<file path="config.mk">
export PLATFORM = sky130hd
export DESIGN_NAME = pipe_stage_buffer
export DESIGN_NICKNAME = d
export VERILOG_FILES = /design/src/rtl/pipe_stage_buffer.sv
export SDC_FILE = /design/constraint.sdc
export NUM_CORES = 1
export LEC_CHECK = 0
export ABC_CLOCK_PERIOD_IN_PS = 2580
export CAP_MARGIN = 10
export CORE_MARGIN = 2
export CORE_UTILIZATION = 47
export CTS_BUF_LIST = sky130_fd_sc_hd__clkbuf_4 sky130_fd_sc_hd__clkbuf_8
export DETAILED_ROUTE_END_ITERATION = 16
export DONT_BUFFER_PORTS = 1
export HOLD_SLACK_MARGIN = 0.08
export PLACE_DENSITY = 0.6
export SYNTH_ARGS = -nofsm -noshare
export SYNTH_HDL_FRONTEND = slang
export SYNTH_SLANG_ARGS = --single-unit
</file>
<file path="constraint.sdc">
create_clock -name clk_i -period 2.58 [get_ports clk_i]
set_clock_uncertainty 0.05 [all_clocks]
set_input_delay 0.258 -clock clk_i [delete_from_list [all_inputs] [get_ports clk_i]]
set_output_delay 0.258 -clock clk_i [all_outputs]
set_load 0.1 [all_outputs]
</file>
<file path="src/rtl/pipe_stage_buffer.sv">
// Inter-stage pipeline register with valid/ready handshake, stall, flush and
// an optional 2-entry skid mode that breaks the ready_i -> ready_o path.
module pipe_stage_buffer #(
  parameter int               WIDTH      = 32,
  parameter int               SKID       = 0,
  parameter logic [WIDTH-1:0] RESET_DATA = '0
) (
  input  logic             clk_i,
  input  logic             rstn_i,
  input  logic             valid_i,
  output logic             ready_o,
  input  logic [WIDTH-1:0] data_i,
  output logic             valid_o,
  input  logic             ready_i,
  output logic [WIDTH-1:0] data_o,
  input  logic             stall_i,
  input  logic             flush_i,
  output logic [1:0]       occupancy_o
);

  // Handshake: a beat moves upstream when valid_i & ready_o (and no flush),
  // and downstream when valid_o & ready_i (and no stall); data is held
  // stable while valid is high and the transfer has not happened.

  // State encoding equals the entry count, so occupancy_o exposes the FSM.
  typedef enum logic [1:0] {
    EMPTY = 2'd0,
    ONE   = 2'd1,
    TWO   = 2'd2
  } state_e;

  state_e           state_q, state_d;
  logic [WIDTH-1:0] head_q, skid_q;
  logic             enq, deq;
  logic             head_load, head_from_skid, skid_load;

  assign valid_o     = (state_q != EMPTY);
  assign occupancy_o = state_q;
  assign data_o      = head_q;
  assign deq         = valid_o & ready_i & ~stall_i;
  assign enq         = valid_i & ready_o & ~flush_i;

  if (SKID != 0) begin : g_skid
    logic ready_q;
    always_ff @(posedge clk_i or negedge rstn_i) begin
      if (!rstn_i) ready_q <= 1'b1;
      else         ready_q <= (state_d != TWO);
    end
    assign ready_o = ready_q;
  end else begin : g_single
    assign ready_o = ~valid_o | deq;
  end

  always_comb begin
    state_d        = state_q;
    head_load      = 1'b0;
    head_from_skid = 1'b0;
    skid_load      = 1'b0;
    if (flush_i) begin
      // A concurrent downstream transfer still completes; only the hold is cleared.
      state_d = EMPTY;
    end else begin
      case (state_q)
        EMPTY: begin
          if (enq) begin
            state_d   = ONE;
            head_load = 1'b1;
          end
        end
        ONE: begin
          if (enq && deq) begin
            head_load = 1'b1;
          end else if (enq) begin
            // Only reachable in skid mode; single mode has ready_o=0 here.
            state_d   = TWO;
            skid_load = 1'b1;
          end else if (deq) begin
            state_d = EMPTY;
          end
        end
        TWO: begin
          if (deq) begin
            state_d        = ONE;
            head_from_skid = 1'b1;
          end
        end
        default: state_d = EMPTY;
      endcase
    end
  end

  always_ff @(posedge clk_i or negedge rstn_i) begin
    if (!rstn_i) begin
      state_q <= EMPTY;
      head_q  <= RESET_DATA;
      skid_q  <= RESET_DATA;
    end else begin
      state_q <= state_d;
      if (head_load)           head_q <= data_i;
      else if (head_from_skid) head_q <= skid_q;
      if (skid_load)           skid_q <= data_i;
    end
  end

endmodule

</file>
==> out/results.ini <==
[run_status]
status = completed

[global_route]
grt_use_met3_pct = 7.35
grt.total_usage_pct = 17.2
grt_max_degree = 67
grt_pass1_wl_mm = 8.02
antenna_found_initial = 0
gr-usage-met1_pct = 20.6
grt-ovfl-total = 0
grt_pass1_vias = 1648
grt-busiest-layer = met2
grt_util_met2_pct = 27.0

[synth]
syn-cell-area_um2 = 2680
synthTopCellsByCount = 66 x dfrtp_1, 32 x clkbuf_1, 32 x mux2i_1
synth_area_leaders = dfrtp_1 62%, mux2i_1 12%, a21oi_2 8.5%
syn_inst = 217
yosys_register_bits = 66
synth_edf_count = 0
ys.warnings.count = 0
yosysUniqueCellTypes = 21
synth_flop_cell = dfrtp_1
avgSynthCellArea_um2 = 12.3
synth_top_cell_by_area = dfrtp_1
async_flop_share_pct = 100
synth.net_count = 255
yosysSeqAreaShare_pct = 61.7
synth_top_area_share_pct = 61.7
synth_most_common_cell = dfrtp_1

[clocking]
cts_buffers = 9
cts_root_buffer = clkbuf_8
cts_tree = built
clock_latency_ns = 0.32
clock_sinks = 66
cts_buffer_depth = 2
htree_levels = 3
cts_resized = 0
clk_pin_slew_ns = 0.06

[power_and_ir_drop]
powerDensity_nw_per_um2 = 945
share_seq_of_total_power_pct = 43.3
static-leakage-power_nw = 1.40
p_sw_share_pct = 42.6
p_comb_share_pct = 32.4
p_int_mw = 1.67
power.total_mw = 2.91
power_frac_clock_pct = 24.3
power_switching_mw = 1.24
peakVddDrop_mv = 0.455

[placement]
dp_hpwl_mm = 3.34
dp_cells = 283
place_congestion = 0.725
io_buffers = 0
placed_cell_area_um2 = 2850
pre_cts_ws_ns = 0.617

[timing]
finalCritPeriodShare_pct = 77.5
fin_ws_ns = 0.581
hold_viol_final = 0
setup-tns-final_ns = 0
drv_slew = 0
rsz0062_at_grt = no
slew_headroom_pct = 40.0
period_needed_ns = 2.00
setup_violations = 0
tightest_slew_ns = 0.901
max_clock_freq_mhz = 500

[route]
drt-initial-drc-count = 76
ant_nets = 0
vias_per_cell = 4.86
wl_mm = 4.71
drt_pass1_iterations = 4
routed-via-count = 1474
drc_errors = 0
wire_per_inst_um = 15.6

[critical_path]
critical_path.most_common_cell = buf_4
critPathBufInv = 2
worstPathArrival_ns = 1.69
crit_start = occupancy_o[1]
cp_num_cells = 4
endpoint = ready_o
rr_startpoint = occupancy_o[0]
required_ns = 2.27
crit_slowest_cell = dfrtp_2
critPathLaunchType = register
path_class = reg -> out
reg2reg_slack_ns = 0.62
r2r_end = data_o[0]
max_stage_delay_ns = 0.45
path_max_fanout = 7
end_kind = output port
crit_path_cell_trace = buf_4, or2_2, nand2_1, buf_4
reg2reg_depth = 5
crit_family = buffers and inverters

[worst_hold_path]
hold_path_depth = 2
hp-class = in -> reg

[final_layout]
antenna_cells = 0
stdcell_area_um2 = 3080
fin_nets = 265
final_layout_size_suffix_gt1_share_pct = 36.8
final_cells = 303
nFillCells = 467
syn2layout_area_growth_pct = 14.9

[run]
max_cap_viol_count = 0

[die]
rows = 27
ios = 74
core_um2 = 5510
die_y_um = 79.5
die-area_um2 = 6310
start_util_pct = 48.6
fp.dieW_um = 79.5

[power by group through the flow]
stage | clock network [mW] | logic (mW) | registers (mW)
6_report | 0.707 | 0.941 | 1.26
5_1_grt | 0.799 | 0.983 | 1.27
4_1_cts | 0.737 | 0.950 | 1.26
3_3_place_gp | 0 | 0.905 | 1.27
2_1_floorplan | 0 | 0.189 | 1.84
3_5_place_dp | 0 | 0.919 | 1.28
[flip-flops by register name (all words and copies together), names as in the netlist]
name and count:
occupancy_o 2, skid_q 32, data_o 32
[logic make-up after synthesis]
logic type / share of synthesized area (%)
AO/OA/AOI/OAI: 11.6
AND/OR/NAND/NOR: 7.43
multiplexers: 12.0
flip-flops: 61.7
buffers and inverters: 7.29
[area by class of cell]
class                   instances  area [µm²]  share of cell area [%]
clock buffers                  11         139                    4.52
clock inverters                 4        20.0                   0.651
inverters                       1        3.75                   0.122
multi-input cells             109         838                    27.3
flip-flops and latches         66        1650                    53.8
well taps                      72        90.1                    2.93
repair buffers                 40         330                    10.7
[how the worst min path moves through the flow]
stage                from             end  slack, ns
2_1_floorplan      rstn_i       data_o[0]      -0.09
3_3_place_gp       rstn_i  occupancy_o[1]      -0.09
3_5_place_dp       rstn_i  occupancy_o[0]      -0.09
4_1_cts         data_i[6]       data_o[6]       0.09
5_1_grt        data_i[23]      data_o[23]       0.08
6_report       data_i[10]      data_o[10]       0.11
[cells in the final DEF (no fill, tap or decap), types with 2 or more instances in the layout]
cell,n
dfrtp_1,64
buf_4,35
mux2i_1,32
nor2_1,31
a21oi_2,26
clkbuf_8,9
a21oi_1,5
clkinv_2,4
dlygate4sd3_1,4
nand2_1,3
or4bb_1,2
o21ai_0,2
clkbuf_4,2
dfrtp_2,2
[layer usage]
metal,wire (µm),up-vias
li1,-,728
met1,1970,692
met2,2380,48
met3,301,6
met4,64,0
met5,0,-
[through the flow]
| step | hold WS, ns | utilization (%) |
|---|---|---|
| after floorplan | -0.0876 | - |
| after CTS | 0.0865 | 55.9 |
| after global routing | 0.0817 | 55.9 |
| after global placement | -0.0859 | 51.7 |
| final | 0.108 | 55.9 |
| after detailed placement | -0.0853 | 51.7 |
[timing repair]
item / CTS / global route
endpoints found under the hold margin: 70 / 0
hold buffers: 5 / 0
buffers inserted: 0 / 0
No activity file was read; power rests on OpenSTA's default activity.
